## src/rtl/instr_fetch.sv

```systemverilog
// -----------------------------------------------------------------------------
// instr_fetch
//   Instruction fetch unit. Issues one instruction-memory read at a time,
//   buffers returned words in a small FIFO, and presents them to decode with a
//   valid/ready handshake. Redirects from execute flush the buffer and restart
//   fetching at the new target. Any response still in flight when a redirect
//   lands is dropped.
//
// Ports
//   clk            : single clock, rising edge
//   reset          : asynchronous, active-high reset
//   mem_req_valid  : read request to instruction memory
//   mem_req_addr   : request byte address (word aligned)
//   mem_req_ready  : memory accepts the request this cycle
//   mem_rsp_valid  : response word present
//   mem_rsp_data   : instruction word
//   mem_rsp_err    : access fault on the response
//   redirect_valid : control-flow redirect from execute
//   redirect_pc    : redirect target (low two bits ignored)
//   halt           : stop starting new requests from IDLE
//   out_valid      : buffered instruction available to decode
//   out_addr       : PC of the instruction on the output
//   out_instr      : instruction word on the output
//   out_fault      : access fault flag for that entry
//   out_ready      : decode consumes the entry this cycle
// -----------------------------------------------------------------------------
module instr_fetch #(
  parameter logic [63:0] RESET_PC   = 64'h0,
  parameter int          FIFO_DEPTH = 2
) (
  input  logic        clk,
  input  logic        reset,
  output logic        mem_req_valid,
  output logic [63:0] mem_req_addr,
  input  logic        mem_req_ready,
  input  logic        mem_rsp_valid,
  input  logic [31:0] mem_rsp_data,
  input  logic        mem_rsp_err,
  input  logic        redirect_valid,
  input  logic [63:0] redirect_pc,
  input  logic        halt,
  output logic        out_valid,
  output logic [63:0] out_addr,
  output logic [31:0] out_instr,
  output logic        out_fault,
  input  logic        out_ready
);

  localparam int PTR_W = (FIFO_DEPTH > 1) ? $clog2(FIFO_DEPTH) : 1;
  localparam int CNT_W = PTR_W + 1;
  localparam logic [CNT_W-1:0] DEPTH_C = CNT_W'(FIFO_DEPTH);
  localparam logic [CNT_W-1:0] ONE_C   = CNT_W'(1);

  typedef enum logic [1:0] {
    ST_IDLE  = 2'd0,
    ST_REQ   = 2'd1,
    ST_WAIT  = 2'd2,
    ST_DRAIN = 2'd3
  } state_t;

  state_t            r_state;
  state_t            w_state_next;
  logic [63:0]       r_fetch_pc;
  logic [63:0]       r_req_pc;
  logic [PTR_W-1:0]  r_wr_ptr;
  logic [PTR_W-1:0]  r_rd_ptr;
  logic [CNT_W-1:0]  r_count;

  logic [63:0]       r_mem_addr  [FIFO_DEPTH];
  logic [31:0]       r_mem_instr [FIFO_DEPTH];
  logic              r_mem_fault [FIFO_DEPTH];

  logic              w_accept;
  logic              w_push;
  logic              w_pop;
  logic              w_out_valid;
  logic [CNT_W-1:0]  w_count_after;
  logic [63:0]       w_redirect_aligned;

  assign w_redirect_aligned = redirect_pc & ~64'h3;
  assign w_out_valid        = (r_count != '0);
  assign w_accept           = (r_state == ST_REQ) && mem_req_ready;
  // Responses are only buffered in WAIT; a same-cycle redirect makes them stale.
  assign w_push             = (r_state == ST_WAIT) && mem_rsp_valid && !redirect_valid;
  // A redirect flushes the buffer, so a pop in that cycle is meaningless.
  assign w_pop              = w_out_valid && out_ready && !redirect_valid;
  assign w_count_after      = r_count + (w_push ? ONE_C : '0) - (w_pop ? ONE_C : '0);

  // Next-state logic
  always_comb begin
    w_state_next = r_state;
    case (r_state)
      ST_IDLE: begin
        if (redirect_valid) begin
          w_state_next = ST_REQ;
        end else if (!halt && (r_count < DEPTH_C)) begin
          w_state_next = ST_REQ;
        end
      end
      ST_REQ: begin
        // An unaccepted request simply retargets to the new fetch_pc.
        if (mem_req_ready) begin
          w_state_next = redirect_valid ? ST_DRAIN : ST_WAIT;
        end
      end
      ST_WAIT: begin
        if (redirect_valid) begin
          w_state_next = mem_rsp_valid ? ST_REQ : ST_DRAIN;
        end else if (mem_rsp_valid) begin
          // Only issue again if the next response is guaranteed a slot.
          w_state_next = (!halt && (w_count_after < DEPTH_C)) ? ST_REQ : ST_IDLE;
        end
      end
      ST_DRAIN: begin
        // The in-flight response is thrown away; the buffer is empty here.
        if (mem_rsp_valid) begin
          w_state_next = (redirect_valid || !halt) ? ST_REQ : ST_IDLE;
        end
      end
      default: w_state_next = ST_IDLE;
    endcase
  end

  // Control state, PCs and FIFO pointers
  always_ff @(posedge clk or posedge reset) begin
    if (reset) begin
      r_state    <= ST_IDLE;
      r_fetch_pc <= RESET_PC & ~64'h3;
      r_req_pc   <= '0;
      r_wr_ptr   <= '0;
      r_rd_ptr   <= '0;
      r_count    <= '0;
    end else begin
      r_state <= w_state_next;

      if (redirect_valid) begin
        r_fetch_pc <= w_redirect_aligned;
      end else if (w_accept) begin
        r_fetch_pc <= r_fetch_pc + 64'd4;
      end

      if (w_accept) begin
        r_req_pc <= r_fetch_pc;
      end

      if (redirect_valid) begin
        r_wr_ptr <= '0;
        r_rd_ptr <= '0;
        r_count  <= '0;
      end else begin
        if (w_push) r_wr_ptr <= r_wr_ptr + 1'b1;
        if (w_pop)  r_rd_ptr <= r_rd_ptr + 1'b1;
        r_count <= w_count_after;
      end
    end
  end

  // Buffer storage; contents are only visible while the entry is counted valid.
  always_ff @(posedge clk) begin
    if (w_push) begin
      r_mem_addr[r_wr_ptr]  <= r_req_pc;
      r_mem_instr[r_wr_ptr] <= mem_rsp_data;
      r_mem_fault[r_wr_ptr] <= mem_rsp_err;
    end
  end

  assign mem_req_valid = (r_state == ST_REQ);
  assign mem_req_addr  = (r_state == ST_REQ) ? r_fetch_pc : '0;

  assign out_valid = w_out_valid;
  assign out_addr  = w_out_valid ? r_mem_addr[r_rd_ptr]  : '0;
  assign out_instr = w_out_valid ? r_mem_instr[r_rd_ptr] : '0;
  assign out_fault = w_out_valid ? r_mem_fault[r_rd_ptr] : 1'b0;

endmodule

```

## config.mk

```make
export PLATFORM = sky130hd
export DESIGN_NAME = instr_fetch
export DESIGN_NICKNAME = d
export VERILOG_FILES = /design/src/rtl/instr_fetch.sv
export SDC_FILE = /design/constraint.sdc
export NUM_CORES = 1
export LEC_CHECK = 0
export ABC_AREA = 0
export CAP_MARGIN = 5
export CORE_ASPECT_RATIO = 1.75
export CORE_MARGIN = 2
export CORE_UTILIZATION = 40
export DETAILED_ROUTE_END_ITERATION = 10
export GPL_ROUTABILITY_DRIVEN = 1
export PLACE_DENSITY_LB_ADDON = 0.2
export SYNTH_ARGS = -nofsm -noshare
export SYNTH_HDL_FRONTEND = slang
export SYNTH_SLANG_ARGS = --single-unit
```

## constraint.sdc

```tcl
create_clock -name clk -period 7.7 [get_ports clk]
set_input_delay 1.54 -clock clk [delete_from_list [all_inputs] [get_ports clk]]
set_output_delay 1.54 -clock clk [all_outputs]
set_load 0.005 [all_outputs]
```

======== Word-level counts from Yosys, hierarchy flattened ========
Memory sizes are Yosys's and may differ from the RTL's.
Cells that the tools add are included.
storage, ports and cells
  register bits after elaboration ......... 134
  bits in writable memories ............... 194
  input bits .............................. 104
  output and inout port bits .............. 163
  logic and storage cells ................. 65
  memories kept ........................... 3
memory list
  name         depth  bits a word  rd ports  clocked after Yosys merged registers in  write ports  line  RTL
  r_mem_addr   2      64           1         0                                        1            69    logic [63:0] r_mem_addr [FIFO_DEPTH];
  r_mem_instr  2      32           1         0                                        1            70    logic [31:0] r_mem_instr [FIFO_DEPTH];
  r_mem_fault  2      1            1         0                                        1            71    logic r_mem_fault [FIFO_DEPTH];
cells by class
  $add $sub $neg .......................... 5
  order comparisons ....................... 2
  equal/unequal tests ..................... 7
  muxes and demuxes ....................... 26
  reduce and logical (&&, ||, !) cells .... 16
operator list
  operator                                                                  count
  64-bit two-way mux                                                        4
  64-bit by 3-bit adder with 64-bit output (second input constant)          1
  32-bit two-way mux                                                        1
  2-bit two-way mux                                                         8
  1-bit two-way mux                                                         12
  2-bit case mux with 4 select lines                                        1
  2-bit nonzero test                                                        4
  1-bit logical AND                                                         7
  3-bit inequality test (second input constant)                             2
  2-bit == test (second input constant)                                     2
  2-bit < comparator (second input constant)                                2
  4-bit AND reduction                                                       1
  1-bit adder (second input constant)                                       2
  2-bit by 1-bit adder with 2-bit output                                    1
  2-bit by 1-bit == test with 1-bit output (second input constant)          1
  1-bit zero test                                                           2
  2-bit zero test                                                           1
  2-bit by 1-bit inequality test with 1-bit output (second input constant)  1
  2-bit inequality test (second input constant)                             1
  2-bit by 1-bit subtractor with 2-bit output                               1
  1-bit logical OR                                                          1

======== Longest topological paths before layout ========
  depth in word-level cells ............... 12
  depth in mapped cells ................... 10
  mapped depth without buffers ............ 10

======== Worst setup path before layout ========
No wires, ideal clock.
  path kind ............................... input to register
  start point ............................. in redirect_valid
  end point ............................... mem r_mem_addr[0][10] (enable)
  setup time .............................. 550 ps
  arrival time ............................ 6134 ps
  required time ........................... 7150 ps
  setup slack ............................. 1016 ps
  cell stages on the path ................. 5
  buffers on the path ..................... 2
  cell sequence ........................... clkbuf_1 clkbuf_1 nor2_1 nand3_1 nor2_1
on the way
  word-level cells in the longest chain between the ends .. 4
ends and longest elaborated chain
  element                                  line  RTL
  from (decl)                              39    input logic redirect_valid,
  1-bit zero test                          84    assign w_push = (r_state == ST_WAIT) && mem_rsp_valid && !redirect_valid;
  1-bit logical AND                        84
  1-bit two-way mux                        160   if (w_push) begin
  1-bit two-way mux (implied by the code)  161   r_mem_addr[r_wr_ptr] <= r_req_pc;
  to (decl)                                69
No other way between the ends.

======== Final worst setup path ========
  start point ............................. reg r_rd_ptr
  end point ............................... out out_addr[23]
on the way
  word-level cells in the longest chain between the ends .. 2
ends and longest elaborated chain
  element                 line  RTL
  from (decl)             66    logic [PTR_W-1:0] r_rd_ptr;
  from (signal assigned)  152   if (w_pop) r_rd_ptr <= r_rd_ptr + 1'b1;
  memory read 2 x 64 bit  -
  64-bit two-way mux      171   assign out_addr = w_out_valid ? r_mem_addr[r_rd_ptr] : '0;
  to (decl)               43    output logic [63:0] out_addr,
No other way between the ends.

==> results.cfg <==
[timing]
rsz0062_at_grt = false
skew_ns = 0.00926
setup_tns_ns = 0
finalHoldViolCount = 0
maxSlewHeadroom = 0.329
fmax_mhz = 203
drv_slew = 0
fin_crit_sh = 0.641
period_minus_slack_ns = 4.93
worstMarginPinSlew_ns = 1.00
finalSetupViolations = 0

[routing]
first_pass_iters = 8
routedWlPerCell_um = 19.5
dr_total_vias = 9771
drt_iter0_drc = 539
ant_nets = 0
routed_wirelength_um = 37200
viasPerCell = 5.12
drc = 0

[logic_synthesis]
synth_seq_area_share = 0.647
synth.most_common_cell = nand2_1
synth_simple_gate_area_frac = 0.180
synthAdderAreaFrac = 0.00271
synth-compound-area-share = 0.0405
synth.top_cell.area_share = 0.412
synth-edff-count = 190
yosys-top-cells-area = edfxtp_1 (41%), dfrtp_1 (23%), mux2i_1 (7.0%)
ys_top_cells_by_count = nand2_1 (225), edfxtp_1 (190), dfrtp_1 (130), nor2_1 (128), mux2i_1 (97)
synth_top_family_by_area = simple AND/OR/NAND/NOR gates
syn_area_per_cell_um2 = 11.6
yosys_register_bits = 320
synthMuxAreaShare = 0.0742
synth_area_mm2 = 0.0138
synthCells = 1189
synth-main-ff-cell = edfxtp_1
yosys_warnings = 0
yosys.area.top_type = edfxtp_1
async_flop_share = 0.406
yosys.area_share.xor_xnor = 0.0272
yosysUniqueCellTypes = 49

[clocking]
cts_buffers = 29
htreeDepth = 1
clockBufferDepth = 3
ctsHoldBuffers = 0
clock_latency_ns = 0.56
cts_tree = built
cts_resized = 0
root_buffer = clkbuf_16
postCtsSetupRepairBufs = 0
cts_sinks = 320
clk_pin_slew_ns = 0.07

[global_routing]
grt_use_total = 0.202
grt_antenna_before_repair = 1
grt_max_degree = 76
grt_pass1_vias = 9672
grt_pass1_wl_um = 55500
grt.overflow.total = 0

[min_path]
hp-class = flop to flop

[pwr]
leakage_nw = 6.53
ir_drop_uv = 155
p_per_area_mw_per_mm2 = 263

[run]
drv_cap = 0

[floorplan]
rows = 90
die-area_mm2 = 0.0362
die_h_um = 250
core_area_mm2 = 0.0343
initial_utilization = 0.403
chipWidth_um = 145
pin_count = 267

[critical_path]
critPathArrivalTime_ns = 3.39
required_ns = 6.16
start_kind = flop
worstSetupEndpointType = output pin
critPathMaxFanout = 51
worstSetupPathType = flop to output pin
rrSetupSlack_ns = 4.58

[layout]
finalNetCount = 1533
utilization = 0.521
drive_gt1_frac = 0.0622
syn_to_final_growth_pct = 29.2

[placed_design]
numPortBuffers = 260
gp_congestion = 0.817
place.detailed.hpwl_um = 24500

[status]
status = complete, no violations
## path summary, 6_finish.rpt
| path | depth (start not counted) | from | to |
|---|---|---|---|
| worst max-delay path | 4 | r_rd_ptr | out_addr[23] |
| worst min-delay path | 0 | r_req_pc[7] | r_mem_addr[0][7] |
| worst max register to register | 6 | r_fetch_pc[3] | r_fetch_pc[54] |
| worst min register to register | 0 | r_req_pc[7] | r_mem_addr[0][7] |
| max in group asynchronous | 3 | reset | r_rd_ptr |
| min in group asynchronous | 2 | reset | r_req_pc[2] |
## placed cells by master (no fill, tap or decap), drive strengths merged, types with 8 or more instances in the layout
master | synthesis | final
dfrtp | 130 | 130
clkinv | 2 | 10
xor2 | 25 | 25
and2 | 57 | 57
clkdlybuf4s50 | 0 | 259
edfxtp | 190 | 190
and3 | 8 | 8
mux2i | 97 | 97
or4 | 11 | 11
clkbuf | 58 | 37
nor2 | 128 | 128
nor4 | 12 | 12
buf | 16 | 18
xnor2 | 18 | 18
nand4 | 31 | 31
inv | 19 | 21
nand3 | 22 | 22
nand2 | 225 | 225
a31oi | 15 | 15
o21ai | 56 | 56
nor3 | 18 | 18
## metal layers
layer / wire length, µm / GRT usage / vias to the layer above
met4: 1200 / 0.0713 / 0
met1: 13700 / 0.227 / 4766
li1: - / - / 4608
met3: 1990 / 0.0258 / 68
met5: 0 / 0 / -
met2: 20300 / 0.383 / 329
## stage by stage
| step | instance area (µm²) | std cells | total power, mW | worst slack (ns) | hold slack [ns] |
|---|---|---|---|---|---|
| final | 17900 | 1909 | 4.70 | 2.77 | 0.470 |
| after global routing | 17900 | 1909 | 4.93 | 2.56 | 0.480 |
| after CTS | 17900 | 1908 | 4.75 | 2.65 | 0.469 |
| after detailed placement | 16900 | 1855 | 3.25 | 3.13 | 0.454 |
| after global placement | 16900 | 1855 | 3.22 | 3.16 | 0.443 |
| after floorplan | 13900 | 1192 | 2.76 | 1.02 | 0.437 |
## worst max-delay path, cell delays in order, from the launching register on
cell and delay [ns]:
dfrtp_4 1.02, buf_4 0.83, mux2i_1 0.17, nor2_1 0.20, clkdlybuf4s50_1 0.55
## state kept, by name, indices dropped and copies added (netlist names)
register / count
r_fetch_pc: 62
r_mem_instr: 64
r_state: 2
r_req_pc: 62
r_rd_ptr: 1
r_mem_addr: 124
r_count: 2
r_wr_ptr: 1
r_mem_fault: 2
## cell families after synthesis
kind of cell	count (synthesis)
XOR/XNOR	43
adder cells (fa/ha/maj)	3
AND/OR/NAND/NOR	530
multiplexers	102
buffers and inverters	95
other	1
flip-flops	320
AO/OA/AOI/OAI	95
## cell type report
class	count	area (µm²)
Antenna cell	1	2.50
Multi-Input combinational cell	777	4540
Sequential cell	320	8960
Inverter	21	83.8
Clock buffer	37	817
Tap cell	460	576
Timing Repair Buffer	277	2730
Fill cell	3027	16500
Clock inverter	16	173
## power breakdown
group          total (mW)  switching [mW]  internal (mW)  leakage, nW
clock network        1.50           0.643          0.854        0.483
logic               0.860           0.428          0.432         2.74
registers            2.34           0.205           2.14         3.30
total                4.70            1.28           3.43         6.53
Power figures use the tool's default switching activity.
